`config.mk`:
```
export PLATFORM = sky130hd
export DESIGN_NAME = ex_muldiv_unit
export DESIGN_NICKNAME = d
export VERILOG_FILES = /design/src/rtl/ex_muldiv_unit.sv
export SDC_FILE = /design/constraint.sdc
export NUM_CORES = 1
export LEC_CHECK = 0
export ABC_AREA = 0
export CAP_MARGIN = 30
export CELL_PAD_IN_SITES_DETAIL_PLACEMENT = 1
export CELL_PAD_IN_SITES_GLOBAL_PLACEMENT = 2
export CORE_MARGIN = 4
export CORE_UTILIZATION = 37
export CTS_CLUSTER_DIAMETER = 80
export DETAILED_ROUTE_END_ITERATION = 7
export GPL_TIMING_DRIVEN = 0
export HOLD_SLACK_MARGIN = 0.02
export PLACE_DENSITY = 0.95
export SLEW_MARGIN = 20
export SYNTH_ARGS = -nofsm -noshare
export SYNTH_HDL_FRONTEND = slang
export SYNTH_SLANG_ARGS = --single-unit
export TNS_END_PERCENT = 100
```
`constraint.sdc`:
```
create_clock -name clk -period 6.1 [get_ports clk]
set_input_delay 0.61 -clock clk [delete_from_list [all_inputs] [get_ports clk]]
set_output_delay 0.61 -clock clk [all_outputs]
set_load 0.01 [all_outputs]
```
`src/rtl/ex_muldiv_unit.sv`:
```
// Iterative MIPS-style multiply/divide unit owning HI/LO; 32-cycle shift-add / restoring divide.
// Optional EX_MULDIV_FAST_MUL_EN: single-cycle combinational multiply, divide stays iterative.
module ex_muldiv_unit #(
    parameter int DATA_W = 32,
    parameter int CNT_W  = 6
) (
    input  logic              clk,
    input  logic              reset,
    input  logic              start,
    input  logic [2:0]        op,
    input  logic [DATA_W-1:0] rs,
    input  logic [DATA_W-1:0] rt,
    input  logic              cancel,
    output logic              busy,
    output logic              done,
    output logic [DATA_W-1:0] hi,
    output logic [DATA_W-1:0] lo
);

    typedef enum logic [1:0] {
        S_IDLE = 2'd0,
        S_RUN  = 2'd1,
        S_FIX  = 2'd2
    } state_t;

    localparam logic [CNT_W-1:0]    CNT_LAST = CNT_W'(DATA_W - 1);
    localparam logic [CNT_W-1:0]    CNT_ONE  = {{(CNT_W-1){1'b0}}, 1'b1};
    localparam logic [DATA_W-1:0]   ONE_W    = {{(DATA_W-1){1'b0}}, 1'b1};
    localparam logic [2*DATA_W-1:0] ONE_2W   = {{(2*DATA_W-1){1'b0}}, 1'b1};
    localparam logic [DATA_W-1:0]   ZERO_W   = {DATA_W{1'b0}};

    state_t              state_q, state_d;
    logic [CNT_W-1:0]    cnt_q, cnt_d;
    logic                div_q, div_d;
    logic                dz_q, dz_d;
    logic                neg_q, neg_d;
    logic                rem_neg_q, rem_neg_d;
    logic [DATA_W-1:0]   b_q, b_d;
    logic [DATA_W-1:0]   rs_q, rs_d;
    logic [2*DATA_W-1:0] acc_q, acc_d;
    logic [DATA_W-1:0]   hi_q, hi_d;
    logic [DATA_W-1:0]   lo_q, lo_d;
    logic                done_q, done_d;
    logic                busy_q;

    logic                signed_op_s, rs_neg_s, rt_neg_s;
    logic [DATA_W-1:0]   rs_abs_s, rt_abs_s;
    logic [DATA_W:0]     mul_sum_s, rem_sh_s, diff_s;
    logic [2*DATA_W-1:0] mul_next_s, div_next_s, prod_s;
    logic [DATA_W-1:0]   quot_s, rem_s;

    assign signed_op_s = ~op[0];
    assign rs_neg_s    = signed_op_s & rs[DATA_W-1];
    assign rt_neg_s    = signed_op_s & rt[DATA_W-1];
    assign rs_abs_s    = rs_neg_s ? (~rs + ONE_W) : rs;
    assign rt_abs_s    = rt_neg_s ? (~rt + ONE_W) : rt;

    // Multiply step: conditionally add multiplicand to upper half, then shift right.
    assign mul_sum_s  = {1'b0, acc_q[2*DATA_W-1:DATA_W]}
                      + (acc_q[0] ? {1'b0, b_q} : {(DATA_W+1){1'b0}});
    assign mul_next_s = {mul_sum_s, acc_q[DATA_W-1:1]};

    // Divide step: upper half is the partial remainder, lower half shifts dividend out / quotient in.
    assign rem_sh_s   = {acc_q[2*DATA_W-1:DATA_W], acc_q[DATA_W-1]};
    assign diff_s     = rem_sh_s - {1'b0, b_q};
    assign div_next_s = diff_s[DATA_W] ? {rem_sh_s[DATA_W-1:0], acc_q[DATA_W-2:0], 1'b0}
                                       : {diff_s[DATA_W-1:0],   acc_q[DATA_W-2:0], 1'b1};

    assign prod_s = neg_q     ? (~acc_q + ONE_2W) : acc_q;
    assign quot_s = neg_q     ? (~acc_q[DATA_W-1:0] + ONE_W) : acc_q[DATA_W-1:0];
    assign rem_s  = rem_neg_q ? (~acc_q[2*DATA_W-1:DATA_W] + ONE_W) : acc_q[2*DATA_W-1:DATA_W];

    // Next-state and datapath control.
    always_comb begin
        state_d   = state_q;
        cnt_d     = cnt_q;
        div_d     = div_q;
        dz_d      = dz_q;
        neg_d     = neg_q;
        rem_neg_d = rem_neg_q;
        b_d       = b_q;
        rs_d      = rs_q;
        acc_d     = acc_q;
        hi_d      = hi_q;
        lo_d      = lo_q;
        done_d    = 1'b0;
        case (state_q)
            S_IDLE: begin
                if (start && !cancel) begin
                    case (op)
                        3'd0, 3'd1, 3'd2, 3'd3: begin
                            div_d     = op[1];
                            dz_d      = op[1] & (rt == ZERO_W);
                            neg_d     = rs_neg_s ^ rt_neg_s;
                            rem_neg_d = rs_neg_s;
                            rs_d      = rs;
                            cnt_d     = {CNT_W{1'b0}};
                            if (op[1]) begin
                                b_d     = rt_abs_s;
                                acc_d   = {ZERO_W, rs_abs_s};
                                state_d = S_RUN;
                            end else begin
                                b_d     = rs_abs_s;
`ifdef EX_MULDIV_FAST_MUL_EN
                                acc_d   = {ZERO_W, rs_abs_s} * {ZERO_W, rt_abs_s};
                                state_d = S_FIX;
`else
                                acc_d   = {ZERO_W, rt_abs_s};
                                state_d = S_RUN;
`endif
                            end
                        end
                        3'd4:    hi_d = rs;
                        3'd5:    lo_d = rs;
                        default: state_d = S_IDLE;
                    endcase
                end else begin
                    state_d = S_IDLE;
                end
            end
            S_RUN: begin
                if (cancel) begin
                    state_d = S_IDLE;
                end else begin
                    acc_d = div_q ? div_next_s : mul_next_s;
                    cnt_d = cnt_q + CNT_ONE;
                    if (cnt_q == CNT_LAST) begin
                        state_d = S_FIX;
                    end else begin
                        state_d = S_RUN;
                    end
                end
            end
            S_FIX: begin
                if (cancel) begin
                    state_d = S_IDLE;
                end else begin
                    if (!div_q) begin
                        hi_d = prod_s[2*DATA_W-1:DATA_W];
                        lo_d = prod_s[DATA_W-1:0];
                    end else if (dz_q) begin
                        hi_d = rs_q;
                        lo_d = {DATA_W{1'b1}};
                    end else begin
                        hi_d = rem_s;
                        lo_d = quot_s;
                    end
                    done_d  = 1'b1;
                    state_d = S_IDLE;
                end
            end
            default: state_d = S_IDLE;
        endcase
    end

    // State and datapath registers with synchronous reset.
    always_ff @(posedge clk) begin
        if (reset) begin
            state_q   <= S_IDLE;
            cnt_q     <= {CNT_W{1'b0}};
            div_q     <= 1'b0;
            dz_q      <= 1'b0;
            neg_q     <= 1'b0;
            rem_neg_q <= 1'b0;
            b_q       <= ZERO_W;
            rs_q      <= ZERO_W;
            acc_q     <= {(2*DATA_W){1'b0}};
            hi_q      <= ZERO_W;
            lo_q      <= ZERO_W;
            done_q    <= 1'b0;
            busy_q    <= 1'b0;
        end else begin
            state_q   <= state_d;
            cnt_q     <= cnt_d;
            div_q     <= div_d;
            dz_q      <= dz_d;
            neg_q     <= neg_d;
            rem_neg_q <= rem_neg_d;
            b_q       <= b_d;
            rs_q      <= rs_d;
            acc_q     <= acc_d;
            hi_q      <= hi_d;
            lo_q      <= lo_d;
            done_q    <= done_d;
            busy_q    <= (state_d != S_IDLE);
        end
    end

    assign busy = busy_q;
    assign done = done_q;
    assign hi   = hi_q;
    assign lo   = lo_q;

endmodule

```
Word level (Yosys, flattened, before mapping)
Cells that the tools add are included.
W data, S select, Z words.
{"block": "op_classes", "addsub": 8, "eq_ne": 14, "mux": 36, "bitwise_logic": 11, "n_reduce_logical": 15}
{"operator": "$mux W32", "count": 17}
{"operator": "$mux W64", "count": 6}
{"operator": "$add A32 B1 Y32 const B", "count": 4}
{"operator": "$not A32 Y32", "count": 4}
{"operator": "$pmux W32 S2", "count": 2}
{"operator": "$pmux W64 S2", "count": 1}
{"operator": "$add A64 B1 Y64 const B", "count": 1}
{"operator": "$not A64 Y64", "count": 1}
{"operator": "$add A32 B32 Y33", "count": 1}
{"operator": "$sub A33 B32 Y33", "count": 1}
{"operator": "$logic_not A32 Y1", "count": 1}
{"operator": "$mux W6", "count": 3}
{"operator": "$pmux W6 S2", "count": 1}
{"operator": "$reduce_and A4 Y1", "count": 3}
{"operator": "$pmux W2 S2", "count": 2}
{"operator": "$add A6 B1 Y6 const B", "count": 1}
{"operator": "$eq A3 B2 Y1 const B", "count": 2}
{"operator": "$eq A3 B3 Y1 const B", "count": 2}
{"operator": "$eq A6 B5 Y1 const B", "count": 1}
{"operator": "$mux W2", "count": 3}
{"operator": "$ne A2 B1 Y1 const B", "count": 3}
{"operator": "$ne A2 B2 Y1 const B", "count": 3}
{"operator": "$reduce_bool A2 Y1", "count": 3}
{"operator": "$reduce_or A2 Y1", "count": 2}
{"operator": "13 further kinds", "count": 16}
{"block": "totals", "reg_bits": 206, "inputBits": 71, "out_inout_bits": 66, "word_cells": 97}

Longest topological paths before layout
{"block": "logic_depth", "ltp_word": 7, "depth_mapped": 14, "ltp_nobuf": 13}

Least setup slack after synthesis
Ideal clock, no wire load.
{"block": "synth_path", "path_kind": "reg-to-reg", "start": "reg acc_q[33]", "end": "reg hi_q[26], in the netlist hi[26]", "setup_ps": 78, "arrival_ps": 3085, "required_time_ps": 6022, "path_slack_ps": 2937, "path_stages_with_launch": 12, "n_path_buf": 0, "synth_period_minus_slack_ps": 3163, "cell_sequence": "dfxtp_1 -> inv_1 -> ha_1 -> or3b_2 -> or4bb_1 -> or4_1 -> o31ai_1 -> xnor2_1 -> nor2_1 -> a211oi_1 -> a211oi_1 -> nor3_1"}
{"block": "synth_between", "elab_chain_len": 7, "word_cells_on_any_way": 10, "cone_classes": "add/sub: 2; mux: 6; bitwise: 2"}
{"item": "start, declared", "line_no": "40", "source": "logic [2*DATA_W-1:0] acc_q, acc_d;"}
{"item": "start signal, assigned", "line_no": "167", "source": "acc_q <= {(2*DATA_W){1'b0}};"}
{"item": "$not A32 Y32", "line_no": "71", "source": "assign rem_s = rem_neg_q ? (~acc_q[2*DATA_W-1:DATA_W] + ONE_W) : acc_q[2*DATA_W-1:DATA_W];"}
{"item": "$add A32 B1 Y32", "line_no": "71"}
{"item": "$mux W32", "line_no": "71"}
{"item": "$mux W32", "line_no": "141", "source": "end else if (dz_q) begin"}
{"item": "$mux W32 (*)", "line_no": "138", "source": "if (!div_q) begin"}
{"item": "$mux W32 (*)", "line_no": "135", "source": "if (cancel) begin"}
{"item": "$pmux W32 S2 (*)", "line_no": "87", "source": "case (state_q)"}
{"item": "end signal, assigned", "line_no": "182", "source": "hi_q <= hi_d;"}
{"item": "end, declared", "line_no": "41", "source": "logic [DATA_W-1:0] hi_q, hi_d;"}
Mark *: on every way between the ends. The rest lies on a longest branch, timed or not. The select of a mux whose other input is x is not followed.
A chain may end at the register's enable or synchronous reset.

Worst setup path after layout
{"block": "layout_path", "start": "reg acc_q[0]", "end": "reg hi_q[12], in the netlist hi[12]"}
{"block": "layout_between", "elab_chain_len": 6}
{"item": "$not A64 Y64", "line_no": "69", "source": "assign prod_s = neg_q ? (~acc_q + ONE_2W) : acc_q;"}
{"item": "$add A64 B1 Y64", "line_no": "69"}
{"item": "$mux W64", "line_no": "69"}
{"item": "$mux W32", "line_no": "138"}
{"item": "$mux W32", "line_no": "135"}
{"item": "$pmux W32 S2", "line_no": "87"}
No other way between the ends. The select of a mux whose other input is x is not followed.

==> flow_metrics.env <==
export IMPL_mostFrequentLayoutCell="nand2_1"
export IMPL_cts_tree="built"
export IMPL_die_area_mm2=0.0485
export IMPL_grt_pass1_wl_um=129000
export IMPL_numCtsBuffers=27
export IMPL_regToRegSetupSlack_ps=1280
export IMPL_fin_worst_skew_ps=26.7
export IMPL_period_minus_slack_ps=4820
export IMPL_cts_max_level=1
export IMPL_synthesis_nets=2451
export IMPL_grt_setup_unrepaired="false"
export IMPL_routedWlPerCell_um=29.3
export IMPL_die_h_um=220
export IMPL_finalHoldViolations=0
export IMPL_multi_input_area_mm2=0.0116
export IMPL_p_per_area_mw_per_mm2=216
export IMPL_grt_total_usage_pct=35.8
export IMPL_final_seq_area_mm2=0.00412
export IMPL_drive_gt1_share_pct=3.98
export IMPL_relSlewSlack_pct=31.1
export IMPL_cp_arrival_ps=5310
export IMPL_cts_hold_buf=0
export IMPL_synth_edf_count=0
export IMPL_core_area_mm2=0.0443
export IMPL_fin_cells=3080
export IMPL_tightest_slew_ps=1030
export IMPL_fillers=5632
export IMPL_hold_depth=2
export IMPL_dp_cells=3031
export IMPL_dr_pass1_iters=5
export IMPL_n_antenna_cell=0
export IMPL_routed_wirelength_um=90300
export IMPL_reg2regPathDepth=14
export IMPL_clock_root_buffer="clkbuf_16"
export IMPL_cap_violations=0
export IMPL_ant_nets=0
export IMPL_setup_violations=0
export IMPL_place_congestion=1.03
export IMPL_die_x_um=220
export IMPL_outcome="finished clean"
export IMPL_grt_pass1_vias=19600
export IMPL_cts_sinks=206
export IMPL_nNetsFinal=2610
export IMPL_io_buffers=126
export IMPL_synth_cell_type_count=83
export IMPL_vias=19800
export IMPL_path_class="flop to flop"
export IMPL_ios=137
export IMPL_drt_first_iter_violations=2044
export IMPL_setup_worst_path_end_class="flop"
export IMPL_start_kind="flop"
export IMPL_leakage_nw=7.01
export IMPL_syn_area_mm2=0.0167
export IMPL_cts_resized=0
export IMPL_yosys_warnings=0
export IMPL_slew_viol_final=0
export IMPL_cts_buffer_depth=3
export IMPL_cts_setup_buffers=0
export IMPL_vdd_drop_max_v=0.000192
export IMPL_fp_row_count=77
export IMPL_crit_path_max_fanout=10
export IMPL_drc=0
export IMPL_synthArstFlopShare_pct=0
export IMPL_syn_area_per_cell_um2=7.21
export IMPL_antenna_found_initial=0
export IMPL_min_period_over_period_pct=79.0
export IMPL_syn_to_final_growth_pct=18.2
export IMPL_yosysSeqAreaShare_pct=24.8
export IMPL_insertion_delay_ps=590
export IMPL_clk_pin_slew_worst_paths_ps=60
export IMPL_worstPathRequired_ps=6600
export IMPL_hold_class="flop to flop"
export IMPL_synth_seq_cells=206
export IMPL_dp_hpwl_um=70900
export IMPL_fin_tns_setup_ps=0
export IMPL_synth_ff_type="dfxtp_1"
export IMPL_synthCells=2309
export IMPL_via_per_inst=6.43
export IMPL_grt_ovfl_total=0
export IMPL_grt_max_degree=15
export IMPL_initial_core_util_pct=37.6
export IMPL_layout_common_cells="nand2_1 (297), a21oi_1 (245), nor2_1 (219)"
export IMPL_clock_fmax_mhz=208
## worst max-delay path: stages (launching register included)
cell and delay (ps):
dfxtp_1 450, inv_1 360, clkbuf_1 570, ha_1 320
nor3b_1 420, nand3b_1 230, nor4_1 340, buf_2 250
nand2_1 90, clkbuf_1 320, nand2_1 430, o21ai_0 160
a211oi_1 500, a211oi_1 100, nor3_1 180
## Yosys cell counts (13+ instances only)
library cell	count	area (µm²)
nand2_1	297	1110
a21oi_1	245	1230
nor2_1	219	822
dfxtp_1	206	4120
o21ai_0	158	791
clkbuf_1	154	578
xnor2_1	98	858
xor2_1	76	666
ha_1	69	863
nor3_1	62	310
inv_1	61	229
mux2i_1	61	611
a211oi_1	57	428
o221ai_1	38	333
o211ai_1	36	270
nand3_1	34	170
nor2b_1	23	144
o31ai_1	23	173
and3_1	22	138
nand2b_1	22	138
nor4_1	21	131
a21o_1	19	143
a22oi_1	19	143
or3_1	19	119
a31oi_1	18	113
buf_1	15	56.3
nand4_1	15	93.8
or2_2	15	93.8
o21a_1	14	105
o22ai_1	14	87.6
a311oi_1	13	114
## state kept, by name, indices dropped and copies added (netlist names)
register,flops
acc_q,64
b_q,32
lo,32
rs_q,32
cnt_q,6
done,1
hi,32
neg_q,1
state_q,2
rem_neg_q,1
busy,1
div_q,1
dz_q,1
## power breakdown
group,switching [W],leakage [nW],internal (W),total (W)
Sequential,0.0000457,1.67,0.00138,0.00143
Clock,0.000724,0.485,0.00111,0.00184
Combinational,0.000661,4.85,0.000325,0.000986
Total,0.00143,7.01,0.00282,0.00425
## per-stage QoR
step                setup WS, ps  hold slack, ps  utilization [%]  area, µm²  power, W
detailed placement          1510             446             42.2      18700   0.00241
CTS                         1460             439             44.4      19700   0.00421
floorplan                   2940             431                -      16700   0.00200
global route                1200             474             44.4      19700   0.00436
finish                      1280             457             44.4      19700   0.00425
global placement            1050             441             42.1      18700   0.00239
## routing by layer
layer  up-vias  GRT usage, %  part of all wire [%]
met1      9869          47.0                    41
met4         0          18.6                   6.6
met5         -             0                     0
met2       981          56.1                    44
met3       249          6.34                   8.5
li1       8697             -                     -
## kinds of logic after synthesis
logic type	after synthesis	synth area share (%)
AO/OA/AOI/OAI	747	28.6
buffers and inverters	239	5.48
adder cells (fa/ha/maj)	71	5.42
XOR/XNOR	174	9.15
AND/OR/NAND/NOR	801	22.2
multiplexers	71	4.34
flip-flops	206	24.8
## path summary, 6_finish.rpt
path	start	to
setup / recovery	acc_q[0]$_SDFFE_PP0P_	hi[12]$_SDFFE_PP0P_
hold / removal	b_q[27]$_SDFFE_PP0P_	b_q[27]$_SDFFE_PP0P_
setup reg to reg	acc_q[0]$_SDFFE_PP0P_	hi[12]$_SDFFE_PP0P_
hold reg to reg	b_q[27]$_SDFFE_PP0P_	b_q[27]$_SDFFE_PP0P_
## cell type report
| cell class | instances | area share [%] |
|---|---|---|
| Sequential cell | 206 | 20.9 |
| Tap cell | 592 | 3.76 |
| Timing Repair Buffer | 130 | 6.51 |
| Multi-Input combinational cell | 1864 | 59.1 |
| Clock buffer | 31 | 3.66 |
| Inverter | 63 | 1.20 |
| Buffer | 176 | 3.43 |
| Clock inverter | 18 | 1.42 |
No activity file was read; power rests on OpenSTA's default activity.
